==> src/rtl/s27_bist_ctrl.sv <==
// s27_bist_ctrl: LFSR pattern source and MISR response compactor with pass/fail check for the s27 core
module s27_bist_ctrl #(
   parameter logic [7:0]  LFSR_SEED   = 8'h01,
   parameter int          N_PATTERNS  = 255,
   parameter int          CUT_RST_CYC = 2,
   parameter logic [15:0] GOLDEN      = 16'h0000
) (
   input  logic        CK,
   input  logic        RS,
   input  logic        start,
   input  logic        g17,
   output logic        g0,
   output logic        g1,
   output logic        g2,
   output logic        g3,
   output logic        cut_rs,
   output logic        busy,
   output logic        done,
   output logic        pass,
   output logic [15:0] signature
);
   typedef enum logic [1:0] {IDLE, INIT, APPLY, DONE} state_t;
   state_t      state, nxt;
   logic [7:0]  lfsr;
   logic [15:0] misr, pcnt;
   logic [3:0]  rcnt;
   logic        load, last_rst, last_pat, fb;
   assign load     = (state == IDLE || state == DONE) && start;
   assign last_rst = rcnt == 4'(CUT_RST_CYC - 1);
   assign last_pat = pcnt == 16'(N_PATTERNS - 1);
   assign fb       = misr[15] ^ g17;
   always_ff @(posedge CK)
      state <= RS ? IDLE : nxt;
   always_comb begin
      nxt = state;
      case (state)
         IDLE, DONE: nxt = start ? INIT : state;
         INIT:       nxt = last_rst ? APPLY : INIT;
         APPLY:      nxt = last_pat ? DONE : APPLY;
         default:    nxt = IDLE;
      endcase
   end
   // Entering INIT (from IDLE or a DONE re-run) reloads the seed and clears the compactor.
   always_ff @(posedge CK) begin
      if (RS || load) begin
         lfsr <= LFSR_SEED;
         misr <= '0;
         pcnt <= '0;
         rcnt <= '0;
      end else if (state == INIT) begin
         rcnt <= rcnt + 4'd1;
      end else if (state == APPLY) begin
         lfsr <= {lfsr[6:0], lfsr[7] ^ lfsr[5] ^ lfsr[4] ^ lfsr[3]};
         misr <= {misr[14:0], 1'b0} ^ (fb ? 16'h1021 : 16'h0000);
         pcnt <= pcnt + 16'd1;
      end
   end
   always_comb begin
      {g3, g2, g1, g0} = state == APPLY ? lfsr[3:0] : 4'h0;
      cut_rs    = state == IDLE || state == INIT;
      busy      = state == INIT || state == APPLY;
      done      = state == DONE;
      pass      = state == DONE && misr == GOLDEN;
      signature = misr;
   end
endmodule

==> config.mk <==
export PLATFORM = sky130hd
export DESIGN_NAME = s27_bist_ctrl
export DESIGN_NICKNAME = d
export VERILOG_FILES = /design/src/rtl/s27_bist_ctrl.sv
export SDC_FILE = /design/constraint.sdc
export NUM_CORES = 1
export LEC_CHECK = 0
export BUFFER_PORTS_ARGS = -buffer_cell sky130_fd_sc_hd__buf_2
export CORE_MARGIN = 1
export CORE_UTILIZATION = 25
export CTS_BUF_LIST = sky130_fd_sc_hd__clkbuf_4
export CTS_CLUSTER_DIAMETER = 150
export CTS_CLUSTER_SIZE = 14
export DETAILED_ROUTE_END_ITERATION = 7
export GPL_TIMING_DRIVEN = 1
export PLACE_DENSITY = 0.47
export SYNTH_ARGS = -nofsm -noshare
export SYNTH_HDL_FRONTEND = slang
export SYNTH_SLANG_ARGS = --single-unit
export TNS_END_PERCENT = 10
==> constraint.sdc <==
create_clock -name CK -period 2.4 [get_ports CK]
set_input_delay 0.24 -clock CK [delete_from_list [all_inputs] [get_ports CK]]
set_output_delay 0.24 -clock CK [all_outputs]
set_load 0.005 [all_outputs]
### Word-level counts from Yosys, hierarchy flattened

Index checks and enable logic that the tools add are counted.

* flip-flop bits (word level): 46
* output and inout port bits: 24
* input port bits: 4
* word-level logic and storage cells: 35

* equal/unequal tests: 6
* reduce and logical (&&, ||, !) cells: 10
* bitwise gates (word level): 6
* muxes and demuxes: 6
* add/sub/neg operators: 2

Operators with widths (count)
* adder 16 x 1 -> 16 bit (second input constant): 1
* == test 16 x 8 -> 1 bit (second input constant): 1
* logical NOT 16 bit: 1
* bitwise XOR 16 x 13 -> 16 bit: 1
* two-way mux 13 bit: 1
* case mux 2 bit (3 select lines): 1
* adder 4 x 1 -> 4 bit (second input constant): 1
* == test 2 bit (second input constant): 2
* == test 4 x 1 -> 1 bit (second input constant): 1
* logical OR 1 bit: 4
* two-way mux 2 bit: 2
* two-way mux 4 bit: 1
* bitwise XOR 1 bit: 4
* == test 2 x 1 -> 1 bit (second input constant): 1
* logical AND 1 bit: 2
* logical NOT 2 bit: 1
* != test 2 bit (second input constant): 1
* AND reduction 2 bit: 1
* OR reduction 2 bit: 1
* two-way mux 1 bit: 1
* NOT 1 bit: 1

### Depth between registers and ports, before layout

* word-level depth: 4
* mapped depth: 7
* gate-level depth less buffers: 6

### Least setup slack after synthesis

Ideal clock, no wire load.

* path type: reg2reg
* from: reg state[0]
* to: reg state[0]
* buffers on the path: 1
* clock period less this slack: 1.692 ns
* setup time: 0.078 ns
* arrival time: 1.615 ns
* path slack: 0.708 ns
* cell stages (with the launch flop): 8
* data required time: 2.322 ns
* path through: dfxtp_1 inv_1 ha_1 buf_2 nand3_1 or4_1 o311a_2 nor3_1

* longest elaborated chain between the ends: 3
* elaborated cells between the ends (all ways): 7
* classes of those cells: eq/ne (4); mux (1); reduce/logical (2)

RTL lines
* start, declared: line 23 `state_t state, nxt;`
* start signal, assigned: line 33 `state <= RS ? IDLE : nxt;`
* == test 2 bit or logical NOT 2 bit (tied branches): line 36 `case (state)`
* OR reduction 2 bit: line 36
* case mux 2 bit (3 select lines) or != test 2 bit (tied branches)

Parallel ways exist; a longest one is shown, timed or not.
A chain may end at the register's enable or synchronous reset.

### Final worst setup path

* from: reg state[0]
* to: out pass

* longest elaborated chain between the ends: 2

RTL lines
* == test 2 bit: line 63 `pass = state == DONE && misr == GOLDEN;`
* logical AND 1 bit: line 63
* end, declared: line 19 `output logic pass,`

No other way between the ends.

==> metrics.md <==
| Metric | Value |
|---|---|
| RSZ-0062 raised after global routing | `false` |
| Drt first pass iters | `4` |
| Run status | `finished, final reports clean` |
| WL/cell | `11.7 microns` |
| Worst vdd ir | `~0.22 mV` |
| Width of the die | `between 90 and 100 microns` |
| Fmax | `about 500 MHz` |
| Main area contributors after synthesis | `dfxtp_1 (45%), mux2i_1 (8.9%), nor2_1 (7.6%)` |
| Synth warn | `0` |
| Post_cts resized | `0` |
| Final setup viols | `0` |
| Sw frac | `between 20% and 30%` |
| Asr flop ratio synth | `0%` |
| Die area | `approximately 8500 sq um` |
| Largest area contributor in the netlist | `dfxtp_1` |
| Pre-CTS setup slack | `around 0.59 ns` |
| Mapped Area | `2040 sq um` |
| Boundary Pins | `28` |
| GRT Util Overall | `a little over a tenth` |
| Power Internal | `approximately 1000 uW` |
| Final Hold Viols | `0` |
| Share of layout cells above drive strength 1 | `about a fifth` |
| Syn_nets | `233` |
| Vias after detailed routing | `roughly 1500` |
| Most common cell after layout, fill and taps aside | `dfxtp_1` |
| Crit path max fanout | `4` |
| DRC errors left | `0` |
| Core footprint | `7810 sq um` |
| Die span in y | `92.2 microns` |
| Synth top area share | `about 45%` |
| Port bufs | `27` |
| Initial drt markers | `69` |
| Max Slew Vio Count | `0` |
| Layout Skew | `0.00755 ns` |
| Nets | `262` |
| Diodes inserted | `0` |
| Sw power | `between 300 and 400 uW` |
| Reg power frac | `a little under three fifths` |
| H-tree depth | `2` |
| Min setup slack post-route | `0.405 ns` |
| Drt total wl | `around 4100 microns` |
| Synthesized area per cell | `a little over 9 sq um` |
| Setup tns final | `0 ns` |
| Number of global-route vias before repair | `~1400` |
| Cells after Synth | `about 220` |
| Leak | `around 0.00086 uW` |
| DRT antenna net count | `0` |
| Area delta synth->final | `17.0%` |
| Total grt overflow | `0` |
| Row Count | `32` |
| Kind of critical path | `reg -> out` |
| Yosys reg bits | `between 40 and 50` |
| GP Congestion | `approximately 0.7` |
| Hold crit path type | `in -> reg` |
| CP endpoint kind | `output port` |
| CTS root buf | `clkbuf_4` |
| Post-cts hold buffer count | `0` |
| Via-to-Cell Ratio | `~4.3` |
| Minimum clock period | `1.99 ns` |
| Most frequent cells in the layout | `dfxtp_1 (46), nor2_1 (41), buf_2 (27)` |
| Distinct cells, synth | `31` |
| Clk Latency, worst-skew pair | `0.36 ns` |
| Least-Margin Pin Slew | `around 0.38 ns` |
| Clock Tree Buf Depth | `2` |
| Critical Path Source Type | `flip-flop` |
| Pwr per Cell Area | `~570 nW/um^2` |
| Relative slew margins | `between 70% and 80%` |
| Initial Util | `26.1%` |
| Maxcap violations | `0` |
| Final HPWL DP | `approximately 3000 microns` |
| Critical Path RT | `2.16 ns` |
| CTS tree | `done` |
| Post-CTS setup buffer count | `0` |
| Period Utilization, post-route | `a little over 80%` |
| Final-layout fill cell count | `around 840` |
| Post-synthesis sequential area ratio | `about 45%` |
| Combinational power share | `about 7.1%` |
| Initial antenna violation count | `0` |
| Power share of the clock group | `35.6%` |
| CTS Buf Count | `5` |
| Largest net degree at the start of global routing | `23` |
| CTS clock-pin slew for the worst setup and hold paths | `0.14 ns` |
| CTS sink count | `46` |
| First-pass GRT wire length | `roughly 7000 microns` |
| Number of flops mapped to enable cells by yosys | `0` |
| Critical path arrival | `about 1.8 ns` |
| Ys flop type | `dfxtp_1` |
-- synth_stat cells (2+ instances only) --
library cell and instances:
clkbuf_1 8, a21oi_1 10, nor4b_1 2, xor2_1 7
a211oi_1 3, inv_1 10, nor2_1 41, or2_2 3
or3_1 2, dfxtp_1 46, buf_1 2, and2_1 4
o21ai_0 3, or4_1 3, mux2i_1 18, xnor2_1 13
nor3_1 4, nand3_1 4, nand4_1 8, nor4_1 7
nand2_1 4, o31ai_1 3, ha_1 8
-- stage by stage --
step	util, %	cells	hold slack [ns]	cell area [sq um]	power, uW
2_1_floorplan	-	221	0.309	2040	860
3_3_place_gp	29.5	345	0.471	2300	895
3_5_place_dp	29.5	345	0.460	2300	896
4_1_cts	30.5	353	0.0567	2380	1380
5_1_grt	30.5	353	0.0579	2380	1440
6_report	30.5	353	0.0761	2380	1360
-- final timing paths --
kind                      endpoint  slack, ns                  start  depth (start not counted)
max                           pass       0.41  state[0]$_SDFFE_PP0P_                          5
min reg2reg  pcnt[15]$_SDFFE_PP0P_       0.50  pcnt[15]$_SDFFE_PP0P_                          2
max reg2reg  pcnt[13]$_SDFFE_PP0P_       0.58  state[0]$_SDFFE_PP0P_                          7
min          state[1]$_SDFFE_PP0P_       0.08                     RS                          2
-- cell type report --
cell class              instances  area, sq um  share of cell area [%]
multi-input cells             154         1030                    43.4
flip-flops and latches         46          921                    38.7
repair buffers                 33          180                    7.56
well taps                     102          128                    5.36
clock inverters                 3         43.8                    1.84
clock buffers                   5         37.5                    1.58
inverters                      10         37.5                    1.58
-- registers in the layout (all words and copies together), names as in the netlist --
signal and cells:
state 2, rcnt 4, signature 16, lfsr 8
pcnt 16
-- power by group through the flow --
stage	clock network (uW)	logic, uW	registers, uW
6_report	484	96.0	779
5_1_grt	545	109	782
4_1_cts	506	99.0	780
3_5_place_dp	0	99.1	796
3_3_place_gp	0	98.7	796
2_1_floorplan	0	65.6	795
-- metal layers --
layer / part of all wire [%] / track usage [%] / vias to the layer above
met5: 0 / 0 / -
met4: 1.3 / 3.52 / 0
met3: 3.4 / 2.99 / 6
met2: 42 / 15.2 / 19
met1: 53 / 14.5 / 694
li1: - / - / 815
-- worst max-delay path: stages (launching register included) --
cell and delay (ns):
dfxtp_1 0.41, ha_1 0.21, nor4b_1 0.28, nand4_1 0.17, nor4_1 0.17, buf_2 0.15
-- kinds of logic after synthesis --
logic type / Yosys count / share of synthesized area, %
and+or+nand+nor: 87 / 22.1
DFF: 46 / 45.2
AOI/OAI and AO/OA: 21 / 6.33
buffers and inverters: 21 / 3.93
xor gates and xnor gates: 20 / 8.60
muxes: 18 / 8.85
adders and majority gates: 8 / 4.92
Power figures use the tool's default switching activity.
